<file path="src/rtl/num_unit_rr_sched_if.sv">
// ---------------------------------------------------------------------------
// num_unit_rr_sched_if
//
// Bundle of every non-clock signal between the round-robin scheduler, its
// requesters and the shared three-operand arithmetic unit.
//
//   slave  modport : the scheduler itself
//   master modport : the surrounding logic (requesters + unit)
//
// Signals:
//   iv_req            per-requester request level
//   iv_numA/B/C       packed operands, requester i on bits [16*i+15:16*i]
//   ov_gnt            one-hot grant pulse
//   ob_busy           scheduler not idle
//   ov16_unit_numA/B/C latched operands driven to the unit
//   ob_unit_start     one-cycle launch strobe to the unit
//   iv16_unit_num     unit result
//   ov_rsp_vld        one-hot response pulse
//   ov16_rsp_num      response data
// ---------------------------------------------------------------------------
interface num_unit_rr_sched_if #(
    parameter int NUM_REQ = 4
);
    logic [NUM_REQ-1:0]    iv_req;
    logic [16*NUM_REQ-1:0] iv_numA;
    logic [16*NUM_REQ-1:0] iv_numB;
    logic [16*NUM_REQ-1:0] iv_numC;
    logic [NUM_REQ-1:0]    ov_gnt;
    logic                  ob_busy;
    logic [15:0]           ov16_unit_numA;
    logic [15:0]           ov16_unit_numB;
    logic [15:0]           ov16_unit_numC;
    logic                  ob_unit_start;
    logic [15:0]           iv16_unit_num;
    logic [NUM_REQ-1:0]    ov_rsp_vld;
    logic [15:0]           ov16_rsp_num;

    modport slave (
        input  iv_req, iv_numA, iv_numB, iv_numC, iv16_unit_num,
        output ov_gnt, ob_busy, ov16_unit_numA, ov16_unit_numB,
               ov16_unit_numC, ob_unit_start, ov_rsp_vld, ov16_rsp_num
    );

    modport master (
        output iv_req, iv_numA, iv_numB, iv_numC, iv16_unit_num,
        input  ov_gnt, ob_busy, ov16_unit_numA, ov16_unit_numB,
               ov16_unit_numC, ob_unit_start, ov_rsp_vld, ov16_rsp_num
    );
endinterface

</file>
<file path="src/rtl/num_unit_rr_sched.sv">
// ---------------------------------------------------------------------------
// num_unit_rr_sched
//
// Round-robin scheduler sharing one 16-bit three-operand arithmetic unit
// between NUM_REQ requesters. The winner's operands are latched and launched
// into the unit, the scheduler waits UNIT_LAT cycles and then returns the
// unit's result to the winner with a one-cycle response pulse.
//
// Parameters:
//   NUM_REQ   number of requesters (2..8)
//   UNIT_LAT  cycles from ob_unit_start to a valid unit result (1..15)
//
// Ports:
//   ib_clk    clock, rising edge
//   ib_rst    synchronous active-high reset
//   bus       num_unit_rr_sched_if.slave (requests, operands, grants, unit
//             launch/result, responses, busy)
//
// Optional feature, macro NUM_UNIT_RR_SCHED_STATS_EN:
//   iv_stat_sel    selects which requester's grant counter to observe
//   ov16_stat_cnt  registered, saturating 16-bit grant count of that requester
// ---------------------------------------------------------------------------
module num_unit_rr_sched #(
    parameter int NUM_REQ  = 4,
    parameter int UNIT_LAT = 2
) (
    input  logic                       ib_clk,
    input  logic                       ib_rst,
    num_unit_rr_sched_if.slave         bus
`ifdef NUM_UNIT_RR_SCHED_STATS_EN
    ,
    input  logic [$clog2(NUM_REQ)-1:0] iv_stat_sel,
    output logic [15:0]                ov16_stat_cnt
`endif
);

    localparam int IDX_W = $clog2(NUM_REQ);
    localparam int CNT_W = 4;

    typedef enum logic [1:0] {
        ST_IDLE,
        ST_BUSY,
        ST_RESP
    } state_t;

    state_t               state_q, state_d;
    logic [IDX_W-1:0]     ptr_q, ptr_d;
    logic [IDX_W-1:0]     win_idx_q, win_idx_d;
    logic [CNT_W-1:0]     cnt_q, cnt_d;
    logic [NUM_REQ-1:0]   gnt_q, gnt_d;
    logic [NUM_REQ-1:0]   rsp_vld_q, rsp_vld_d;
    logic                 start_q, start_d;
    logic                 busy_q, busy_d;
    logic [15:0]          unit_a_q, unit_a_d;
    logic [15:0]          unit_b_q, unit_b_d;
    logic [15:0]          unit_c_q, unit_c_d;
    logic [15:0]          rsp_num_q, rsp_num_d;

    logic [15:0]          op_a [NUM_REQ];
    logic [15:0]          op_b [NUM_REQ];
    logic [15:0]          op_c [NUM_REQ];

    logic                 arb_found;
    logic [IDX_W-1:0]     arb_win;
    logic [IDX_W-1:0]     arb_next_ptr;

    // Unpack the flat operand buses into per-requester words.
    always_comb begin
        for (int i = 0; i < NUM_REQ; i++) begin
            op_a[i] = bus.iv_numA[16*i +: 16];
            op_b[i] = bus.iv_numB[16*i +: 16];
            op_c[i] = bus.iv_numC[16*i +: 16];
        end
    end

    // Round-robin search: first set request at or above the pointer,
    // wrapping modulo NUM_REQ (works for non-power-of-two NUM_REQ too).
    always_comb begin
        arb_found = 1'b0;
        arb_win   = ptr_q;
        for (int o = 0; o < NUM_REQ; o++) begin
            int               s;
            logic [IDX_W-1:0] idx;
            s = int'(ptr_q) + o;
            if (s >= NUM_REQ) begin
                s = s - NUM_REQ;
            end
            idx = IDX_W'(s);
            if (!arb_found && bus.iv_req[idx]) begin
                arb_found = 1'b1;
                arb_win   = idx;
            end
        end
        arb_next_ptr = (arb_win == IDX_W'(NUM_REQ - 1)) ? '0 : arb_win + 1'b1;
    end

    // Next-state logic. Grant, start and response are pulses, so they
    // default to zero; operand and response registers hold by default.
    always_comb begin
        state_d   = state_q;
        ptr_d     = ptr_q;
        win_idx_d = win_idx_q;
        cnt_d     = cnt_q;
        gnt_d     = '0;
        start_d   = 1'b0;
        rsp_vld_d = '0;
        unit_a_d  = unit_a_q;
        unit_b_d  = unit_b_q;
        unit_c_d  = unit_c_q;
        rsp_num_d = rsp_num_q;

        case (state_q)
            ST_IDLE: begin
                if (arb_found) begin
                    unit_a_d         = op_a[arb_win];
                    unit_b_d         = op_b[arb_win];
                    unit_c_d         = op_c[arb_win];
                    gnt_d[arb_win]   = 1'b1;
                    start_d          = 1'b1;
                    win_idx_d        = arb_win;
                    cnt_d            = CNT_W'(UNIT_LAT);
                    ptr_d            = arb_next_ptr;
                    state_d          = ST_BUSY;
                end
            end
            ST_BUSY: begin
                cnt_d = cnt_q - 1'b1;
                // Last latency cycle: the unit result is valid now.
                if (cnt_q == CNT_W'(1)) begin
                    rsp_num_d            = bus.iv16_unit_num;
                    rsp_vld_d[win_idx_q] = 1'b1;
                    state_d              = ST_RESP;
                end
            end
            ST_RESP: begin
                state_d = ST_IDLE;
            end
            default: begin
                state_d = ST_IDLE;
            end
        endcase

        busy_d = (state_d != ST_IDLE);
    end

    // State and output registers with synchronous reset; an in-flight
    // operation is simply dropped.
    always_ff @(posedge ib_clk) begin
        if (ib_rst) begin
            state_q   <= ST_IDLE;
            ptr_q     <= '0;
            win_idx_q <= '0;
            cnt_q     <= '0;
            gnt_q     <= '0;
            rsp_vld_q <= '0;
            start_q   <= 1'b0;
            busy_q    <= 1'b0;
            unit_a_q  <= '0;
            unit_b_q  <= '0;
            unit_c_q  <= '0;
            rsp_num_q <= '0;
        end else begin
            state_q   <= state_d;
            ptr_q     <= ptr_d;
            win_idx_q <= win_idx_d;
            cnt_q     <= cnt_d;
            gnt_q     <= gnt_d;
            rsp_vld_q <= rsp_vld_d;
            start_q   <= start_d;
            busy_q    <= busy_d;
            unit_a_q  <= unit_a_d;
            unit_b_q  <= unit_b_d;
            unit_c_q  <= unit_c_d;
            rsp_num_q <= rsp_num_d;
        end
    end

    assign bus.ov_gnt         = gnt_q;
    assign bus.ob_busy        = busy_q;
    assign bus.ov16_unit_numA = unit_a_q;
    assign bus.ov16_unit_numB = unit_b_q;
    assign bus.ov16_unit_numC = unit_c_q;
    assign bus.ob_unit_start  = start_q;
    assign bus.ov_rsp_vld     = rsp_vld_q;
    assign bus.ov16_rsp_num   = rsp_num_q;

`ifdef NUM_UNIT_RR_SCHED_STATS_EN
    logic [15:0] stat_cnt_q [NUM_REQ];
    logic [15:0] stat_cnt_d [NUM_REQ];
    logic [15:0] stat_out_q, stat_out_d;

    // Saturating per-requester grant counters, bumped when a grant issues.
    always_comb begin
        for (int i = 0; i < NUM_REQ; i++) begin
            stat_cnt_d[i] = stat_cnt_q[i];
            if (gnt_d[i] && (stat_cnt_q[i] != 16'hFFFF)) begin
                stat_cnt_d[i] = stat_cnt_q[i] + 16'd1;
            end
        end
        stat_out_d = '0;
        if (int'(iv_stat_sel) < NUM_REQ) begin
            stat_out_d = stat_cnt_q[iv_stat_sel];
        end
    end

    always_ff @(posedge ib_clk) begin
        if (ib_rst) begin
            for (int i = 0; i < NUM_REQ; i++) begin
                stat_cnt_q[i] <= '0;
            end
            stat_out_q <= '0;
        end else begin
            for (int i = 0; i < NUM_REQ; i++) begin
                stat_cnt_q[i] <= stat_cnt_d[i];
            end
            stat_out_q <= stat_out_d;
        end
    end

    assign ov16_stat_cnt = stat_out_q;
`endif

endmodule

</file>
<file path="src/flat_wrapper.sv">
// flat-port wrapper written by rule: the top's interface ports become plain ports
module num_unit_rr_sched_flat 
#(
    parameter int NUM_REQ  = 4,
    parameter int UNIT_LAT = 2
)
  (ib_clk, ib_rst, bus_iv_req, bus_iv_numA, bus_iv_numB, bus_iv_numC, bus_iv16_unit_num, bus_ov_gnt, bus_ob_busy, bus_ov16_unit_numA, bus_ov16_unit_numB, bus_ov16_unit_numC, bus_ob_unit_start, bus_ov_rsp_vld, bus_ov16_rsp_num);
  num_unit_rr_sched_if #(.NUM_REQ(NUM_REQ)) bus_i ();
  input  logic ib_clk;
  input  logic ib_rst;
  input wire logic [$bits(bus_i.iv_req)-1:0] bus_iv_req;
  input wire logic [$bits(bus_i.iv_numA)-1:0] bus_iv_numA;
  input wire logic [$bits(bus_i.iv_numB)-1:0] bus_iv_numB;
  input wire logic [$bits(bus_i.iv_numC)-1:0] bus_iv_numC;
  input wire logic [$bits(bus_i.iv16_unit_num)-1:0] bus_iv16_unit_num;
  output wire logic [$bits(bus_i.ov_gnt)-1:0] bus_ov_gnt;
  output wire logic [$bits(bus_i.ob_busy)-1:0] bus_ob_busy;
  output wire logic [$bits(bus_i.ov16_unit_numA)-1:0] bus_ov16_unit_numA;
  output wire logic [$bits(bus_i.ov16_unit_numB)-1:0] bus_ov16_unit_numB;
  output wire logic [$bits(bus_i.ov16_unit_numC)-1:0] bus_ov16_unit_numC;
  output wire logic [$bits(bus_i.ob_unit_start)-1:0] bus_ob_unit_start;
  output wire logic [$bits(bus_i.ov_rsp_vld)-1:0] bus_ov_rsp_vld;
  output wire logic [$bits(bus_i.ov16_rsp_num)-1:0] bus_ov16_rsp_num;
  assign bus_i.iv_req = bus_iv_req;
  assign bus_i.iv_numA = bus_iv_numA;
  assign bus_i.iv_numB = bus_iv_numB;
  assign bus_i.iv_numC = bus_iv_numC;
  assign bus_i.iv16_unit_num = bus_iv16_unit_num;
  assign bus_ov_gnt = bus_i.ov_gnt;
  assign bus_ob_busy = bus_i.ob_busy;
  assign bus_ov16_unit_numA = bus_i.ov16_unit_numA;
  assign bus_ov16_unit_numB = bus_i.ov16_unit_numB;
  assign bus_ov16_unit_numC = bus_i.ov16_unit_numC;
  assign bus_ob_unit_start = bus_i.ob_unit_start;
  assign bus_ov_rsp_vld = bus_i.ov_rsp_vld;
  assign bus_ov16_rsp_num = bus_i.ov16_rsp_num;
  num_unit_rr_sched #(.NUM_REQ(NUM_REQ), .UNIT_LAT(UNIT_LAT)) u_core (.ib_clk(ib_clk), .ib_rst(ib_rst), .bus(bus_i));
endmodule
</file>
<file path="config.mk">
export PLATFORM = sky130hd
export DESIGN_NAME = num_unit_rr_sched_flat
export DESIGN_NICKNAME = d
export VERILOG_FILES = /design/src/rtl/num_unit_rr_sched_if.sv /design/src/rtl/num_unit_rr_sched.sv /design/src/flat_wrapper.sv
export SDC_FILE = /design/constraint.sdc
export NUM_CORES = 1
export LEC_CHECK = 0
export ABC_CLOCK_PERIOD_IN_PS = 2390
export CORE_AREA = 2 2 113 115
export DETAILED_ROUTE_END_ITERATION = 8
export DIE_AREA = 0 0 115 117
export PLACE_DENSITY_LB_ADDON = 0.25
export SLEW_MARGIN = 20
export SYNTH_ARGS = -nofsm -noshare
export SYNTH_HDL_FRONTEND = slang
export SYNTH_SLANG_ARGS = --single-unit
</file>
<file path="constraint.sdc">
create_clock -name ib_clk -period 2.39 [get_ports ib_clk]
set_clock_uncertainty 0.1 [all_clocks]
set_input_delay 0.478 -clock ib_clk [delete_from_list [all_inputs] [get_ports ib_clk]]
set_output_delay 0.478 -clock ib_clk [all_outputs]
set_load 0.02 [all_outputs]
</file>
Word-level counts from Yosys, hierarchy flattened
Cells that the tools add are included.
Storage, ports and cells
  register bits: 84
  input bits: 214
  output and inout port bits: 74
  word-level logic and storage cells: 100
Cells by class
  add/sub/neg operators: 9
  order comparisons: 13
  eq/ne operators: 4
  muxes and demuxes: 40
  bitwise operators: 5
  reductions and logical operators: 17
Operators with widths (number)
  binary-select mux 16 bit (select 2 bit): 3
  2-to-1 mux 16 bit: 6
  2-to-1 mux 2 bit: 11
  < comparator 2 x 3 -> 1 bit (second input constant): 6
  greater-or-equal comparator 3 bit (second input constant): 4
  2-to-1 mux 1 bit: 11
  binary-select mux 1 bit (select 2 bit): 4
  case mux 4 bit (2 select lines): 1
  subtractor 2 x 1 -> 2 bit (second input constant): 4
  adder 2 x 2 -> 3 bit (second input constant): 2
  AND reduction 2 bit: 3
  OR reduction 3 bit: 2
  logical AND 1 bit: 5
  demux 1 bit (select 2 bit): 2
  equality test 4 x 1 -> 1 bit (second input constant): 1
  greater-or-equal comparator 2 x 1 -> 1 bit (second input constant): 2
  2-to-1 mux 4 bit: 1
  inverter 1 bit: 4
  case mux 2 bit (2 select lines): 1
  nonzero test 2 bit: 2
  subtractor 4 x 1 -> 4 bit (second input constant): 1
  adder 2 x 1 -> 3 bit (second input constant): 1
  greater-or-equal comparator 2 x 3 -> 1 bit (second input constant): 1
  logical NOT 1 bit: 3
  7 further kinds: 7

Logic depth before layout (Yosys ltp)
Gate-level depths: netlist of run 1.
  depth in word-level cells: 18
  gate-level depth with buffers: 8
  gate-level depth less buffers: 6

Least setup slack after synthesis of run 1
Ideal clock, no wire load.
  path type: input to register
  from: in bus_iv_req[0]
  to: reg u_core.unit_a_q[0], in the netlist u_core.bus.ov16_unit_numA[0]
  setup time: 0.117 ns
  arrival: 2.028 ns
  required time: 2.173 ns
  setup slack: 0.145 ns
  cell stages on the path: 7
  buffers on the path: 1
  cells stage by stage: nor2b_1 > a21oi_1 > o221a_4 > inv_4 > buf_2 > mux4_2 > a22o_1
On the way
  word-level cells in the longest chain between the ends: 16
  elaborated cells between the ends (all ways): 27
  those cells by class: mux: 19; bitwise: 1; reduce/logical: 7
Ends and longest elaborated chain
  from (decl): line flat_wrapper.sv:11  | input wire logic [$bits(bus_i.iv_req)-1:0] bus_iv_req;
  binary-select mux 1 bit (select 2 bit): line num_unit_rr_sched.sv:89  | if (!arb_found && bus.iv_req[idx]) begin
  2-to-1 mux 1 bit (not written as such): line num_unit_rr_sched.sv:89
  2-to-1 mux 1 bit: line num_unit_rr_sched.sv:89
  logical NOT 1 bit: line num_unit_rr_sched.sv:89
  logical AND 1 bit: line num_unit_rr_sched.sv:89
  2-to-1 mux 1 bit: line num_unit_rr_sched.sv:89
  logical NOT 1 bit: line num_unit_rr_sched.sv:89
  logical AND 1 bit: line num_unit_rr_sched.sv:89
  2-to-1 mux 1 bit: line num_unit_rr_sched.sv:89
  logical NOT 1 bit: line num_unit_rr_sched.sv:89
  logical AND 1 bit: line num_unit_rr_sched.sv:89
  2-to-1 mux 2 bit *: line num_unit_rr_sched.sv:89
  net u_core.arb_win[0]: line num_unit_rr_sched.sv:64  | logic [IDX_W-1:0] arb_win;
  inverter 2 -> 3 bit (not written as such) *: line num_unit_rr_sched.sv:115  | unit_a_d = op_a[arb_win];
  binary-select mux 16 bit (select 2 bit) *: line num_unit_rr_sched.sv:115
  2-to-1 mux 16 bit (not written as such) * (2 in a row): line num_unit_rr_sched.sv:115
  to (signal assigned): line num_unit_rr_sched.sv:171  | unit_a_q <= unit_a_d;
  to (decl): line num_unit_rr_sched.sv:54  | logic [15:0] unit_a_q, unit_a_d;
Mark *: on every way through the listed nets, which the timed path passes. The rest lies on a longest branch. The select of a mux whose other input is x is not followed.
A chain may end at the register's enable or synchronous reset.

Worst setup path in the final report of run 1
  from: in bus_iv_req[1]
  to: reg u_core.unit_c_q[9], in the netlist u_core.bus.ov16_unit_numC[9]
On the way
  word-level cells in the longest chain between the ends: 16
  elaborated cells between the ends (all ways): 27
  those cells by class: mux: 19; bitwise: 1; reduce/logical: 7
Ends and longest elaborated chain
  binary-select mux 1 bit (select 2 bit): line num_unit_rr_sched.sv:89
  2-to-1 mux 1 bit (not written as such): line num_unit_rr_sched.sv:89
  2-to-1 mux 1 bit: line num_unit_rr_sched.sv:89
  logical NOT 1 bit: line num_unit_rr_sched.sv:89
  logical AND 1 bit: line num_unit_rr_sched.sv:89
  2-to-1 mux 1 bit: line num_unit_rr_sched.sv:89
  logical NOT 1 bit: line num_unit_rr_sched.sv:89
  logical AND 1 bit: line num_unit_rr_sched.sv:89
  2-to-1 mux 1 bit: line num_unit_rr_sched.sv:89
  logical NOT 1 bit: line num_unit_rr_sched.sv:89
  logical AND 1 bit: line num_unit_rr_sched.sv:89
  2-to-1 mux 2 bit *: line num_unit_rr_sched.sv:89
  net u_core.arb_win[0]: line num_unit_rr_sched.sv:64
  inverter 2 -> 3 bit (not written as such) *: line num_unit_rr_sched.sv:117  | unit_c_d = op_c[arb_win];
  binary-select mux 16 bit (select 2 bit) *: line num_unit_rr_sched.sv:117
  2-to-1 mux 16 bit (not written as such) * (2 in a row): line num_unit_rr_sched.sv:117
  to (signal assigned): line num_unit_rr_sched.sv:173  | unit_c_q <= unit_c_d;
  to (decl): line num_unit_rr_sched.sv:56  | logic [15:0] unit_c_q, unit_c_d;
Marks and branches as above.

==> results of run 1 <==
==> timing repair <==
| action | CTS | global route |
|---|---|---|
| resized for setup | 5 | 4 |
| setup endpoints to repair | 4 | 38 |
| gates cloned | 1 | 1 |
==> cells in the final DEF, fill, tap and decap left out, drive strengths merged <==
| cell type | n |
|---|---|
| a211oi | 1 |
| a21oi | 24 |
| a221oi | 1 |
| a22o | 48 |
| and2 | 4 |
| and3 | 1 |
| buf | 29 |
| bufinv | 3 |
| clkbuf | 12 |
| clkdlybuf4s50 | 285 |
| clkinv | 1 |
| clkinvlp | 1 |
| dfxtp | 84 |
| dlymetal6s2s | 2 |
| ha | 6 |
| inv | 5 |
| mux4 | 48 |
| nand2 | 43 |
| nand2b | 1 |
| nand3 | 2 |
| nand3b | 1 |
| nor2 | 10 |
| nor2b | 4 |
| nor3 | 3 |
| nor4 | 3 |
| nor4b | 1 |
| o21ai | 2 |
| o221a | 1 |
| o31ai | 2 |
| or3 | 1 |
| xnor2 | 1 |
| xor2 | 1 |
==> logic make-up after synthesis <==
| group | count (synthesis) |
|---|---|
| flip-flops | 84 |
| AO/OA/AOI/OAI | 79 |
| AND/OR/NAND/NOR | 74 |
| multiplexers | 48 |
| buffers and inverters | 31 |
| adder cells (fa/ha/maj) | 6 |
| XOR/XNOR | 2 |
==> cell type report <==
cell class                 instances  share of cell area (%)
clock inverter                     5                    1.38
multi-input combinational        209                    27.8
clock buffer                      11                    3.27
timing repair buffer             317                    43.0
sequential                        84                    21.8
inverter                           5                   0.405
tap                              150                    2.43
==> worst reg2reg max path: stages, from the launching register on <==
cell and delay (ps):
dfxtp_1 430, nand2_1 70, a21oi_1 180, o221a_4 260, clkinv_8 110, buf_12 170, mux4_2 450, a22o_1 210
==> registers in the layout (all words and copies together) (netlist names), 4 cells and up <==
| signal | count |
|---|---|
| u_core.bus.ov_rsp_vld | 4 |
| u_core.cnt_q | 4 |
| u_core.bus.ov16_unit_numC | 16 |
| u_core.bus.ov16_unit_numA | 16 |
| u_core.bus.ov16_unit_numB | 16 |
| u_core.bus.ov_gnt | 4 |
| u_core.bus.ov16_rsp_num | 16 |
==> power breakdown <==
group / total, µW / switching (µW) / leakage, µW / internal (µW)
logic: 2030 / 787 / 0.00205 / 1240
registers: 1670 / 103 / 0.000690 / 1570
clock network: 1680 / 595 / 0.000172 / 1080
total: 5380 / 1480 / 0.00291 / 3900
==> path summary, 6_finish.rpt <==
| path | endpoint | startpoint |
|---|---|---|
| max reg2reg | u_core.bus.ov16_unit_numC[9]$_SDFFE_PP0P_ | u_core.ptr_q[1]$_SDFFE_PP0P_ |
| max | u_core.bus.ov16_unit_numC[9]$_SDFFE_PP0P_ | bus_iv_req[1] |
| min | u_core.bus.ov16_rsp_num[14]$_SDFFE_PP0P_ | u_core.bus.ov16_rsp_num[14]$_SDFFE_PP0P_ |
| min reg2reg | u_core.bus.ov16_rsp_num[14]$_SDFFE_PP0P_ | u_core.bus.ov16_rsp_num[14]$_SDFFE_PP0P_ |
==> per-stage QoR <==
step	util, %	hold slack, ps
6_report	62.8	354
3_3_place_gp	59.2	341
5_1_grt	62.8	374
4_1_cts	62.4	354
2_1_floorplan	-	329
3_5_place_dp	59.2	347
==> per-layer routing <==
| metal | GRT usage (%) | wire [µm] |
|---|---|---|
| met5 | 0 | 0 |
| met4 | 8.67 | 402 |
| met3 | 8.75 | 1470 |
| met2 | 38.5 | 8050 |
| met1 | 26.2 | 6160 |
==> flow_summary.toml, run 1 <==
[yosys]
synth_xor_area_share_pct = 0.443
synth.top_cells.by_area = "dfxtp_1 43%, mux4_2 27%, a22o_1 11%, nand2_1 4.1%, a21oi_1 3.0%"
ys_seq_area_share_pct = 42.6
ys_async_sr_fraction_pct = 0
synth.most_common_cell = "dfxtp_1"
yosysUniqueCellTypes = 31
synth_top_area_share_pct = 42.6
synth_area_um2 = 3950
synth_top_family_by_area = "multiplexers"
synth-main-ff-cell = "dfxtp_1"
synth_fp_nets = 544
synth.area.mux_share_pct = 27.4
postSynthCellCount = 324
synth_compound_area_share_pct = 15.2
yosysTopAreaCell = "dfxtp_1"
syn_area_per_cell_um2 = 12.2
synthSimpleGateAreaFrac_pct = 8.42
ys_ff_latch = 84
netlist_top_cells_count = "84 x dfxtp_1, 48 x a22o_1, 48 x mux4_2"
synthAdderAreaFrac_pct = 1.90
yosysWarnings = 0
synth_edf_count = 0

[critical_path]
cp-end-kind = "flip-flop"
path_cells = "clkdlybuf4s50_1 -> nor2_1 -> a21oi_1 -> o221a_4 -> clkinv_8 -> buf_12 -> mux4_2 -> a22o_1"
worst-r2r-setup-slack_ps = 300
slowest_stage = "clkdlybuf4s50_1"
worstRegToRegCells = 7
worstSetupStartpointType = "primary input"
cp.required_ps = 2530
crit_family = "buffers and inverters"
crit_type = "primary input to flip-flop"
crit_cells = 8
critPathMaxFanout = 8
critPathArrivalTime_ps = 2440
slowest_delay_ps = 530
crit_buf_inv = 3

[drt]
wl_mm = 16.1
vias = 4010
drc = 0
avgViaCountPerCell = 5.13
ant_nets = 0
first_pass_iters = 5
detail_route.iter0.violations = 225
wl_per_cell_um = 20.6

[global_route]
antenna_found_initial = 0
grt_pass1_vias = 4062
overflow = 0
grt_pass1_wl_mm = 22.7
grt_usage_pct = 22.8
grt_max_degree = 33

[die]
core_um2 = 12300
pin_count = 288
die_width_um = 115
rows = 41
start_util_pct = 32.1
dieArea_um2 = 13500
chipHeight_um = 117

[cells_and_area]
drive_above_1_share_pct = 16.0
synthToLayoutAreaGrowth_pct = 95.6
n_antenna_cell = 0
nets = 846
seqCellArea_um2 = 1680
fin_cells = 781
n_fill_cell = 981
fin_area_um2 = 7730
multi_input_area_um2 = 2140

[placed_design]
place_congestion = 0.844
placed_cell_area_um2 = 7290
place.port_buffers = 287
place_hpwl_mm = 12.3
pre_cts_ws_ps = -376
place_inst = 763

[worst_hold_path]
hold_path.class = "flip-flop to flip-flop"
min_delay_path_depth = 2

[clock_tree]
holdBufCountCts = 0
cts.reportedPaths.clkPinSlew_ps = 60
clockBufferDepth = 2
htree_levels = 3
cts_tree = "yes"
post-cts-setup-buffer-count = 0
numCtsBuffers = 9
root_buffer = "clkbuf_16"
clk_latency_ps = 350
clock_sinks = 84

[run]
maxCapViolations = 0

[timing]
final-hold-violation-count = 0
slew_viol_final = 0
fmax_ghz = 0.435
period_minus_slack_ps = 2300
fin_ws_ps = 93.0
tightest_slew_ps = 401
fin_tns_setup_ps = 0
rsz0062_at_grt = "no"
setup_viol = 0
max-slew-margin-rel_pct = 73.1
fin_crit_sh_pct = 96.1

[power_and_ir_drop]
power_density_nw_per_um2 = 697
total_power_uw = 5380
p_leak_uw = 0.00291
vdd_drop_max_v = 0.000406

[run_status]
status = "complete, no violations"
Power figures use the tool's default switching activity.
==> run 2: changes to the inputs <==
- TNS_END_PERCENT: not set -> 5
==> results of run 2 <==
No change in the layout: final DEF, timing and power equal those of run 1.
